### src/rtl/sal_wr_ctrl_pkg.sv
// rtl/sal_wr_ctrl_pkg.sv - shared types and constants for the SAL DDR write-data controller
package sal_wr_ctrl_pkg;

  localparam int SAL_CMD_ID_W     = 16;
  localparam int SAL_LEN_W        = 4;
  localparam int SAL_CD_W         = 4;
  localparam int SAL_B_DEPTH      = 4;
  localparam int SAL_MAX_INFLIGHT = 4;

  typedef enum logic {
    ST_IDLE,
    ST_STREAM
  } wr_state_e;

  // id is sized for the widest supported ID_WIDTH; the top uses the low bits only
  typedef struct packed {
    logic [SAL_CMD_ID_W-1:0] id;
    logic [SAL_LEN_W-1:0]    len;
    logic [SAL_CD_W-1:0]     countdown;
  } wr_cmd_t;

  function automatic logic [SAL_CD_W-1:0] wl_load(input logic [3:0] t_wl);
    return (t_wl == 4'd0) ? 4'd0 : t_wl - 4'd1;
  endfunction

  function automatic logic [SAL_CD_W-1:0] sat_dec(input logic [SAL_CD_W-1:0] v);
    return (v == 4'd0) ? 4'd0 : v - 4'd1;
  endfunction

endpackage

### src/rtl/sal_wr_ctrl_fifo.sv
// rtl/sal_wr_ctrl_fifo.sv - parameterised synchronous FIFO with full/empty/count
module sal_wr_ctrl_fifo #(
  parameter  int WIDTH = 8,
  parameter  int DEPTH = 4,
  localparam int AW    = (DEPTH > 1) ? $clog2(DEPTH) : 1,
  localparam int CW    = $clog2(DEPTH + 1)
) (
  input  logic             clk,
  input  logic             rst_n,
  input  logic             push_i,
  input  logic [WIDTH-1:0] data_i,
  input  logic             pop_i,
  output logic [WIDTH-1:0] data_o,
  output logic             full_o,
  output logic             empty_o,
  output logic [CW-1:0]    count_o
);

  logic [WIDTH-1:0] mem_q [DEPTH];
  logic [AW-1:0]    wr_ptr_q;
  logic [AW-1:0]    rd_ptr_q;
  logic [CW-1:0]    count_q;
  logic             do_push;
  logic             do_pop;

  function automatic logic [AW-1:0] ptr_inc(input logic [AW-1:0] p);
    return (p == AW'(DEPTH - 1)) ? '0 : p + AW'(1);
  endfunction

  assign full_o  = (count_q == CW'(DEPTH));
  assign empty_o = (count_q == '0);
  assign count_o = count_q;
  assign do_push = push_i && !full_o;
  assign do_pop  = pop_i && !empty_o;
  assign data_o  = mem_q[rd_ptr_q];

  // storage is left out of reset; the pointers alone define what is valid
  always_ff @(posedge clk) begin
    if (do_push) begin
      mem_q[wr_ptr_q] <= data_i;
    end
  end

  always_ff @(posedge clk or negedge rst_n) begin
    if (!rst_n) begin
      wr_ptr_q <= '0;
      rd_ptr_q <= '0;
      count_q  <= '0;
    end else begin
      if (do_push) wr_ptr_q <= ptr_inc(wr_ptr_q);
      if (do_pop)  rd_ptr_q <= ptr_inc(rd_ptr_q);
      count_q <= count_q + CW'(do_push) - CW'(do_pop);
    end
  end

endmodule

### src/rtl/sal_wr_ctrl.sv
// rtl/sal_wr_ctrl.sv - AXI W/B to DFI write-data controller with write-latency scheduling
module sal_wr_ctrl
  import sal_wr_ctrl_pkg::*;
#(
  parameter int DATA_WIDTH  = 64,
  parameter int ID_WIDTH    = 4,
  parameter int WDATA_DEPTH = 16
) (
  input  logic                    clk,
  input  logic                    rst_n,
  input  logic [3:0]              t_wl_i,
  input  logic                    wr_gnt_i,
  input  logic [ID_WIDTH-1:0]     wr_id_i,
  input  logic [3:0]              wr_len_i,
  output logic                    wr_rdy_o,
  input  logic                    wvalid_i,
  input  logic [DATA_WIDTH-1:0]   wdata_i,
  input  logic [DATA_WIDTH/8-1:0] wstrb_i,
  input  logic                    wlast_i,
  output logic                    wready_o,
  output logic                    bvalid_o,
  output logic [ID_WIDTH-1:0]     bid_o,
  output logic [1:0]              bresp_o,
  input  logic                    bready_i,
  output logic                    wrdata_en_o,
  output logic [DATA_WIDTH-1:0]   wrdata_o,
  output logic [DATA_WIDTH/8-1:0] wrdata_mask_o,
  output logic                    err_o
);

  localparam int SW  = DATA_WIDTH / 8;
  localparam int WW  = DATA_WIDTH + SW + 1;
  localparam int WCW = $clog2(WDATA_DEPTH + 1);
  localparam int BCW = $clog2(SAL_B_DEPTH + 1);

  logic            init_q;
  wr_state_e       state_q;
  logic [3:0]      beat_q;
  logic            err_q;
  logic [WCW-1:0]  bursts_q, bursts_d;
  wr_cmd_t         cq_q [2];
  wr_cmd_t         cq_d [2];
  logic [1:0]      cq_vld_q, cq_vld_d;
  wr_cmd_t         new_cmd;

  logic            stream, is_last, gnt_ok, due_d, err_set;
  logic [2:0]      pend;

  logic            w_push, w_full, w_empty;
  logic [WW-1:0]   w_rdata;
  logic [WCW-1:0]  w_count;
  logic [DATA_WIDTH-1:0] w_beat_data;
  logic [SW-1:0]   w_beat_mask;
  logic            w_beat_last;

  logic [ID_WIDTH-1:0] b_rdata;
  logic            b_full, b_empty;
  logic [BCW-1:0]  b_count;
  logic            unused_ok;

  assign wready_o    = init_q && !w_full;
  assign w_push      = wvalid_i && wready_o;
  assign w_beat_data = w_rdata[WW-1 -: DATA_WIDTH];
  assign w_beat_mask = w_rdata[SW:1];
  assign w_beat_last = w_rdata[0];
  assign unused_ok   = ^{w_count, cq_q[0].id};

  sal_wr_ctrl_fifo #(.WIDTH(WW), .DEPTH(WDATA_DEPTH)) u_w_fifo (
    .clk     (clk),
    .rst_n   (rst_n),
    .push_i  (w_push),
    .data_i  ({wdata_i, ~wstrb_i, wlast_i}),
    .pop_i   (stream),
    .data_o  (w_rdata),
    .full_o  (w_full),
    .empty_o (w_empty),
    .count_o (w_count)
  );

  sal_wr_ctrl_fifo #(.WIDTH(ID_WIDTH), .DEPTH(SAL_B_DEPTH)) u_b_fifo (
    .clk     (clk),
    .rst_n   (rst_n),
    .push_i  (is_last),
    .data_i  (cq_q[0].id[ID_WIDTH-1:0]),
    .pop_i   (bvalid_o && bready_i),
    .data_o  (b_rdata),
    .full_o  (b_full),
    .empty_o (b_empty),
    .count_o (b_count)
  );

  assign bvalid_o      = !b_empty;
  assign bid_o         = bvalid_o ? b_rdata : '0;
  assign bresp_o       = 2'b00;
  assign wrdata_en_o   = stream;
  assign wrdata_o      = stream ? w_beat_data : '0;
  assign wrdata_mask_o = stream ? w_beat_mask : '0;
  assign err_o         = err_q;

  always_comb begin
    stream   = (state_q == ST_STREAM);
    is_last  = stream && (beat_q == cq_q[0].len);
    pend     = 3'(cq_vld_q[0]) + 3'(cq_vld_q[1]) + 3'(b_count);
    wr_rdy_o = init_q && (bursts_q != '0) && !cq_vld_q[1] && (pend < 3'(SAL_MAX_INFLIGHT));
    gnt_ok   = wr_gnt_i && wr_rdy_o;
    bursts_d = bursts_q + WCW'(w_push && wlast_i) - WCW'(gnt_ok);

    new_cmd                  = '0;
    new_cmd.id[ID_WIDTH-1:0] = wr_id_i;
    new_cmd.len              = wr_len_i;
    new_cmd.countdown        = wl_load(t_wl_i);

    // age, then retire the streaming head, then append the new grant
    for (int i = 0; i < 2; i++) begin
      cq_d[i]           = cq_q[i];
      cq_d[i].countdown = sat_dec(cq_q[i].countdown);
    end
    cq_vld_d = cq_vld_q;
    if (is_last) begin
      cq_d[0]  = cq_d[1];
      cq_vld_d = {1'b0, cq_vld_q[1]};
    end
    if (gnt_ok) begin
      if (!cq_vld_d[0]) begin
        cq_d[0]     = new_cmd;
        cq_vld_d[0] = 1'b1;
      end else begin
        cq_d[1]     = new_cmd;
        cq_vld_d[1] = 1'b1;
      end
    end
    // the FSM looks at next cycle's head so wrdata_en lands exactly t_wl after the grant
    due_d = cq_vld_d[0] && (cq_d[0].countdown == 4'd0);

    err_set = (wr_gnt_i && !wr_rdy_o)
           || (stream && (w_empty || (w_beat_last != is_last)))
           || (stream && cq_vld_q[1] && (cq_q[1].countdown == 4'd0))
           || (is_last && b_full);
  end

  always_ff @(posedge clk or negedge rst_n) begin
    if (!rst_n) begin
      init_q   <= 1'b0;
      state_q  <= ST_IDLE;
      beat_q   <= '0;
      bursts_q <= '0;
      cq_q[0]  <= '0;
      cq_q[1]  <= '0;
      cq_vld_q <= '0;
      err_q    <= 1'b0;
    end else begin
      init_q   <= 1'b1;
      bursts_q <= bursts_d;
      cq_q[0]  <= cq_d[0];
      cq_q[1]  <= cq_d[1];
      cq_vld_q <= cq_vld_d;
      err_q    <= err_q || err_set;
      case (state_q)
        ST_IDLE: begin
          if (due_d) begin
            state_q <= ST_STREAM;
            beat_q  <= '0;
          end
        end
        ST_STREAM: begin
          if (!is_last) begin
            beat_q <= beat_q + 4'd1;
          end else if (due_d) begin
            beat_q <= '0;
          end else begin
            state_q <= ST_IDLE;
          end
        end
        default: state_q <= ST_IDLE;
      endcase
    end
  end

endmodule

### config.mk
export PLATFORM = sky130hd
export DESIGN_NAME = sal_wr_ctrl
export DESIGN_NICKNAME = d
export VERILOG_FILES = /design/src/rtl/sal_wr_ctrl_pkg.sv /design/src/rtl/sal_wr_ctrl_fifo.sv /design/src/rtl/sal_wr_ctrl.sv
export SDC_FILE = /design/constraint.sdc
export NUM_CORES = 1
export LEC_CHECK = 0
export CAP_MARGIN = 20
export CORE_MARGIN = 2
export CORE_UTILIZATION = 55
export DETAILED_ROUTE_END_ITERATION = 8
export GPL_ROUTABILITY_DRIVEN = 0
export GPL_TIMING_DRIVEN = 0
export PLACE_DENSITY_LB_ADDON = 0.2
export SLEW_MARGIN = 20
export SYNTH_ARGS = -nofsm -noshare
export SYNTH_HDL_FRONTEND = slang
export SYNTH_SLANG_ARGS = --single-unit
### constraint.sdc
create_clock -name clk -period 12.94 [get_ports clk]
set_clock_uncertainty 0.2 [all_clocks]
set_input_delay 3.235 -clock clk [delete_from_list [all_inputs] [get_ports clk]]
set_output_delay 3.235 -clock clk [all_outputs]
set_load 0.005 [all_outputs]
### Word-level counts from Yosys, hierarchy flattened

Memory sizes are Yosys's and may differ from the RTL's.
Cells that the tools add are included.

* add/sub/neg operators: 16
* $lt $le $gt $ge: 1
* equality and inequality tests: 8
* muxes and demuxes: 27
* bitwise gates (word level): 2
* reduce and logical (&&, ||, !) cells: 38

Operator list (count)
* $mux 64: 1
* $mux 24: 2
* $mux 48: 1
* $mux 4: 8
* $logic_and 1x1->1: 19
* $logic_not 4->1: 4
* $add 4x1->4 const B: 3
* $mux 12: 1
* $sub 4x1->4 const B: 3
* $add 5x1->5: 2
* $sub 5x1->5: 2
* $eq 4x4->1 const B: 2
* $mux 2: 4
* $mux 8: 1
* $not 8->8: 1
* $pmux 4 s2: 1
* $mux 1: 7
* $logic_not 1->1: 6
* $eq 5x5->1 const B: 1
* $logic_not 5->1: 1
* $logic_or 1x1->1: 5
* $reduce_bool 5->1: 1
* $add 2x1->2 const B: 2
* $eq 2x2->1 const B: 2
* 12 further kinds: 12

* register bits: 70
* RAM bits: 1184
* input port bits: 90
* output and inout port bits: 83
* logic and storage cells: 112
* memories kept: 2

Memory list
* u_w_fifo.mem_q: depth 16, width 73, rd ports 1, clocked after memory_dff 0, write ports 1, RTL line sal_wr_ctrl_fifo.sv:19 `logic [WIDTH-1:0] mem_q [DEPTH];`
* u_b_fifo.mem_q: depth 4, width 4, rd ports 1, clocked after memory_dff 0, write ports 1, RTL line sal_wr_ctrl_fifo.sv:19

### Depth between registers and ports, before layout

* depth after elaboration: 11
* depth in mapped cells: 15
* gate-level depth less buffers: 15

### Hierarchy

Synthesis repeated with hierarchy kept, for this count alone.

* cells, all modules: 2397
* area total of the unflattened synthesis: 48985.7 µm²

Modules (own cells, without submodules)
* sal_wr_ctrl_fifo at u_w_fifo: times used 1, cells each 2037, area each 45311.0 µm², seq. area each 35399.0 µm²
* sal_wr_ctrl: times used 1, cells each 300, area each 2631.3 µm², seq. area each 950.9 µm²
* sal_wr_ctrl_fifo at u_b_fifo: times used 1, cells each 60, area each 1043.5 µm², seq. area each 655.6 µm²

### Worst setup path before layout

Ideal clock, no wire load.

* path type: input -> register
* from: in wvalid_i
* to: mem u_w_fifo.mem_q[2][0] (netlist bit) (enable)
* setup time: 594 ps
* arrival time: 8748 ps
* data required time: 12146 ps
* path slack: 3398 ps
* stages: 4
* buffers on the path: 1
* cell sequence: and2_1 > clkbuf_1 > nand2_1 > nor3_1

* longest elaborated chain between the ends: 4

RTL lines
* start, declared: RTL line sal_wr_ctrl.sv:16 `input logic wvalid_i,`
* $logic_and 1x1->1: RTL line sal_wr_ctrl.sv:62 `assign w_push = wvalid_i && wready_o;`
* $logic_and 1x1->1: RTL line sal_wr_ctrl_fifo.sv:33 `assign do_push = push_i && !full_o;`
* named net u_w_fifo.do_push: RTL line sal_wr_ctrl_fifo.sv:23 `logic do_push;`
* $mux 1: RTL line sal_wr_ctrl_fifo.sv:39 `if (do_push) begin`
* $mux 1 (not written as such): RTL line sal_wr_ctrl_fifo.sv:40 `mem_q[wr_ptr_q] <= data_i;`
* end, declared: RTL line sal_wr_ctrl_fifo.sv:19

The timed path passes the listed nets, and every way through them passes these cells.

### Worst setup path in the final report

* from: reg u_w_fifo.rd_ptr_q[1]
* to: out wrdata_o[24]

* longest elaborated chain between the ends: 2

RTL lines
* start, declared: RTL line sal_wr_ctrl_fifo.sv:21 `logic [AW-1:0] rd_ptr_q;`
* start signal, assigned: RTL line sal_wr_ctrl_fifo.sv:51 `if (do_pop) rd_ptr_q <= ptr_inc(rd_ptr_q);`
* $mem_v2 16x73
* $mux 64: RTL line sal_wr_ctrl.sv:96 `assign wrdata_o = stream ? w_beat_data : '0;`
* end, declared: RTL line sal_wr_ctrl.sv:26 `output logic [DATA_WIDTH-1:0] wrdata_o,`

No other way between the ends.

==> results <==
- The main combinational cell family by area after synthesis is multiplexers.
- The remaining routing DRC violations is 0.
- The path type of the worst setup path is flop to output port.
- The filler cells instantiated in the layout total 5,395.
- Entering global routing, the biggest net connects 45 pins.
- In this run, synthesis inferred 1,184 flip-flops with an integrated enable.
- The die width is 300.4 um.
- Of the synthesized area, sequential elements account for 0.7661.
- The area of the placeable core is 86,890 sq um.
- On the worst path, the slowest cell contributes a delay of 790 ps.
- Of the total synthesized cell area, the portion taken by full adders, half adders and majority gates is 0.007978.
- In the final routed layout, each cell accounts on average for 30.19 um.
- For this run, global-route usage on met1 was measured as 0.3515.
- Measured against the total synthesized area, the mux share comes to 0.1780.
- Buffers added to address setup during post-CTS repair amount to 0.
- The area of the die is 90,210 sq um.
- By count the netlist is led by edfxtp_1, mux4_2, and2_1.
- Sorting the synthesized cells by area gives the leading types as edfxtp_1, mux4_2, dfrtp_1, and2_1, buf_6.
- The number of core rows is 108.
- For this design the static power due to leakage is 18.61 nW.
- The final hold violation count is 0.
- The number of detailed-routing iterations run before antenna repair is 5.
- The async set-or-reset flop fraction in the synthesized netlist is 0.04670.
- The longest clock path from root to sink contains 3 buffers.
- The tree is rooted in a clkbuf_16.
- The arrival time reported for the critical path endpoint is 4340 ps.
- For this block, the routed nets add up to 112.8 mm of wire.
- The final max-slew violation count was 0.
- Timing would allow up to 0.1287 GHz.
- After clock tree synthesis, the flow added hold-fix buffers numbering 0.
- After legalization and detailed placement, the total HPWL measured 72.21 mm.
- The signal on the critical path passes through buf_2 > clkbuf_1 > clkbuf_1 > mux4_2 > mux4_2 > and2_1 > clkdlybuf4s50_1.
- For met3 alone, demand over resource in global routing was 0.04386.
- In the global route stage, overall resource usage came out at 0.2541.
- The net count reported at finish is 2,593.
- In this run the tool buffered the top-level ports with 170 buffer cells.
- In this run the remaining antenna-violating nets after routing total 0.
- Using the TritonRoute via totals, the vias-per-cell ratio works out to 6.154.
- The first global-routing pass estimated 163.1 mm of wire.
- In this run the worst hold path is classified as flop to flop.
- Across the VDD grid, the largest voltage drop is 0.1224 mV.
- In this run, post-CTS repair resized a total of 0 instances.
- The mean instance size in the synthesized netlist is 23.29 sq um.
- 173 I/O pins were placed.
- Among all flip-flop cells after synthesis, the most frequent one is edfxtp_1.
- After detailed placement, the total cell area comes to 53,360 sq um.
- The clock-pin slew reported for the worst setup and hold paths after clock tree synthesis is 60 ps.
- The slowest stage of the critical path belongs to the cell clkbuf_1.
- The number of max-capacitance violations reported is 0.
- The required time of the worst setup path is 9510 ps.
- The gate count of the mapped netlist is 2,074.
- The transition time of the tightest slew-check pin is 1126 ps.
- The die is 300.4 um tall.
- After the first detailed-routing iteration, the DRC count stood at 2,860.
- The number of setup violations in the final report is 0.
- Relative to the synthesized area, the layout overhead comes to 18.70%.
- The kind of start point of the critical path is a flop.
- The met2 usage is 0.4238.
- Of the total synthesized cell area, the portion taken by XOR and XNOR cells is 0.002901.
- The Yosys step of the flow raised 0 warnings.
- Of the cells placed in the final design, the portion with a size suffix greater than 1 is 0.2818.
- The top cell type's share of synthesized area is 0.7361.
- Of all nets on the critical path, the largest fanout is 10.
- The mapped netlist covers 48,300 sq um.
- The worst path needs 7773 ps of the cycle, external delays included.
- Measured against its own limit, the worst slew margin works out to 0.2496.
- The worst hold slack after final layout is 299.8 ps.
- Dividing the final minimum period by the clock period gives 0.6007.
- The complex-gate fraction of the synthesized area was 0.008004.
- The later pin in the worst-skew pair is clocked with a latency of 680 ps.
- The flow ran to the end, and the final reports show no timing, DRC or antenna violations.
- The element type at the critical path end is an output port.
- The initial antenna violation count is 6.
- The most repeated cell in the gate-level netlist after synthesis is edfxtp_1.
- Setup repair after global routing left no endpoint under its margin.
- The TritonCTS clock tree is yes.
- The biggest area consumer among synthesized cells is edfxtp_1.
- The detailed router placed 22,990 vias in this run.
- In this run, synthesis produced a sequential element count of 1,242.
- The fraction of the mapped netlist area in simple logic gates is 0.02051.
- met2 is the most crowded layer.
- The clock sink count is 1,242.
- The number of global-route vias before repair was 24,060.
- For this configuration, the core starts out at a cell density of 0.5559.
- Power spread over the standard cell area amounts to 213.8 nW/um^2.
- TritonCTS created 120 clock buffers.
- Global routing finished with a remaining overflow of 0.
- The number of different library cells in the post-synthesis netlist is 51.
- The number of H-tree branching levels is 3.
- With fillers left out, the area of the finished cells amounts to 57,340 sq um.
## layer usage
metal | vias up | wire length, um
met1 | 12350 | 44250
met3 | 155 | 8260
met2 | 957 | 57890
li1 | 9528 | -
met4 | 4 | 2368
met5 | - | 27
## cells by family (layout without fill, tap and decap cells)
group | Yosys count | count (layout)
simple gates | 184 | 184
other cells | 2 | 8
buf+inv | 141 | 642
mux | 396 | 396
compound gates | 64 | 64
fa+ha+maj | 29 | 29
xor+xnor | 16 | 16
flops | 1242 | 1242
## registers in the layout (all words and copies together) (netlist names)
register	flops
beat_q	4
bursts_q	5
cq_q	24
cq_vld_q	2
err_o	1
init_q	1
u_b_fifo.count_o	3
u_b_fifo.mem_q	16
u_b_fifo.rd_ptr_q	2
u_b_fifo.wr_ptr_q	2
u_w_fifo.count_o	5
u_w_fifo.mem_q	1168
u_w_fifo.rd_ptr_q	4
u_w_fifo.wr_ptr_q	4
wrdata_en_o	1
## final timing paths
kind | from | endpoint | slack (ps) | cells past startpoint
setup / recovery | u_w_fifo.rd_ptr_q[1] | wrdata_o[24] | 5170 | 7
max in group asynchronous | rst_n | u_w_fifo.rd_ptr_q[2] | 9820 | 2
min in group asynchronous | rst_n | bursts_q[3] | 2210 | 1
hold reg to reg | cq_q[9] | cq_q[9] | 300 | 1
hold / removal | cq_q[9] | cq_q[9] | 300 | 1
setup reg to reg | u_w_fifo.count_o[2] | u_w_fifo.mem_q[1][59] | 8680 | 12
## worst max-delay path, delay by kind of cell (launching register included)
| kind | cells | cell delay (ps) |
|---|---|---|
| multiplexers | 2 | 890 |
| flip-flops | 1 | 350 |
| buffers and inverters | 4 | 2230 |
| AND/OR/NAND/NOR | 1 | 180 |
## power by group
part	switching (mW)	leakage (nW)	internal, mW
logic	1.88	5.30	2.10
registers	0.111	11.4	4.67
clock network	1.46	1.94	2.03
## placed cells by master, fill, tap and decap left out, types with 5 or more instances in the layout
cell,Yosys,layout
xnor2_1,13,13
dfrtp_1,58,58
diode_2,0,5
mux2_1,6,6
clkinv_1,0,31
nand2_1,30,30
clkbuf_1,40,59
nor2_4,0,12
mux4_2,369,369
o21ai_0,22,22
buf_4,3,45
nor2_1,29,17
ha_1,26,26
buf_1,19,19
clkdlybuf4s50_1,0,169
nor3_1,13,9
inv_1,38,38
mux2_2,7,7
a21o_1,6,6
nand3_1,6,6
edfxtp_1,1184,1184
clkinv_2,0,22
buf_12,0,28
buf_16,0,31
buf_2,8,8
and2_1,82,82
a21oi_1,19,19
mux2i_1,14,14
buf_6,32,39
bufinv_16,0,15
clkbuf_16,0,122
## metrics by stage
step | std cells | setup WS, ps | power (mW) | utilization | TNS, ps
3_5_place_dp | 3507 | 5896 | 8.883 | 0.6142 | 0
5_1_grt | 3734 | 4981 | 12.73 | 0.6598 | 0
3_3_place_gp | 3400 | -3858 | 8.760 | 0.5922 | -1088560
6_report | 3736 | 5167 | 12.26 | 0.6599 | 0
4_1_cts | 3731 | 5103 | 12.37 | 0.6597 | 0
2_1_floorplan | 2075 | 3398 | 7.308 | - | 0
## area by class of cell
cell class	instances	area [sq um]	area share
clock buffers	147	3167	0.05523
well taps	1155	1445	0.02520
plain buffers	102	649.4	0.01133
clock inverters	77	789.5	0.01377
inverters	39	146.4	0.002553
diodes	5	12.51	0.0002182
multi-input cells	692	10620	0.1852
flip-flops and latches	1242	37010	0.6454
repair buffers	277	3500	0.06104
Note: power is estimated with default switching activity, not from simulation.
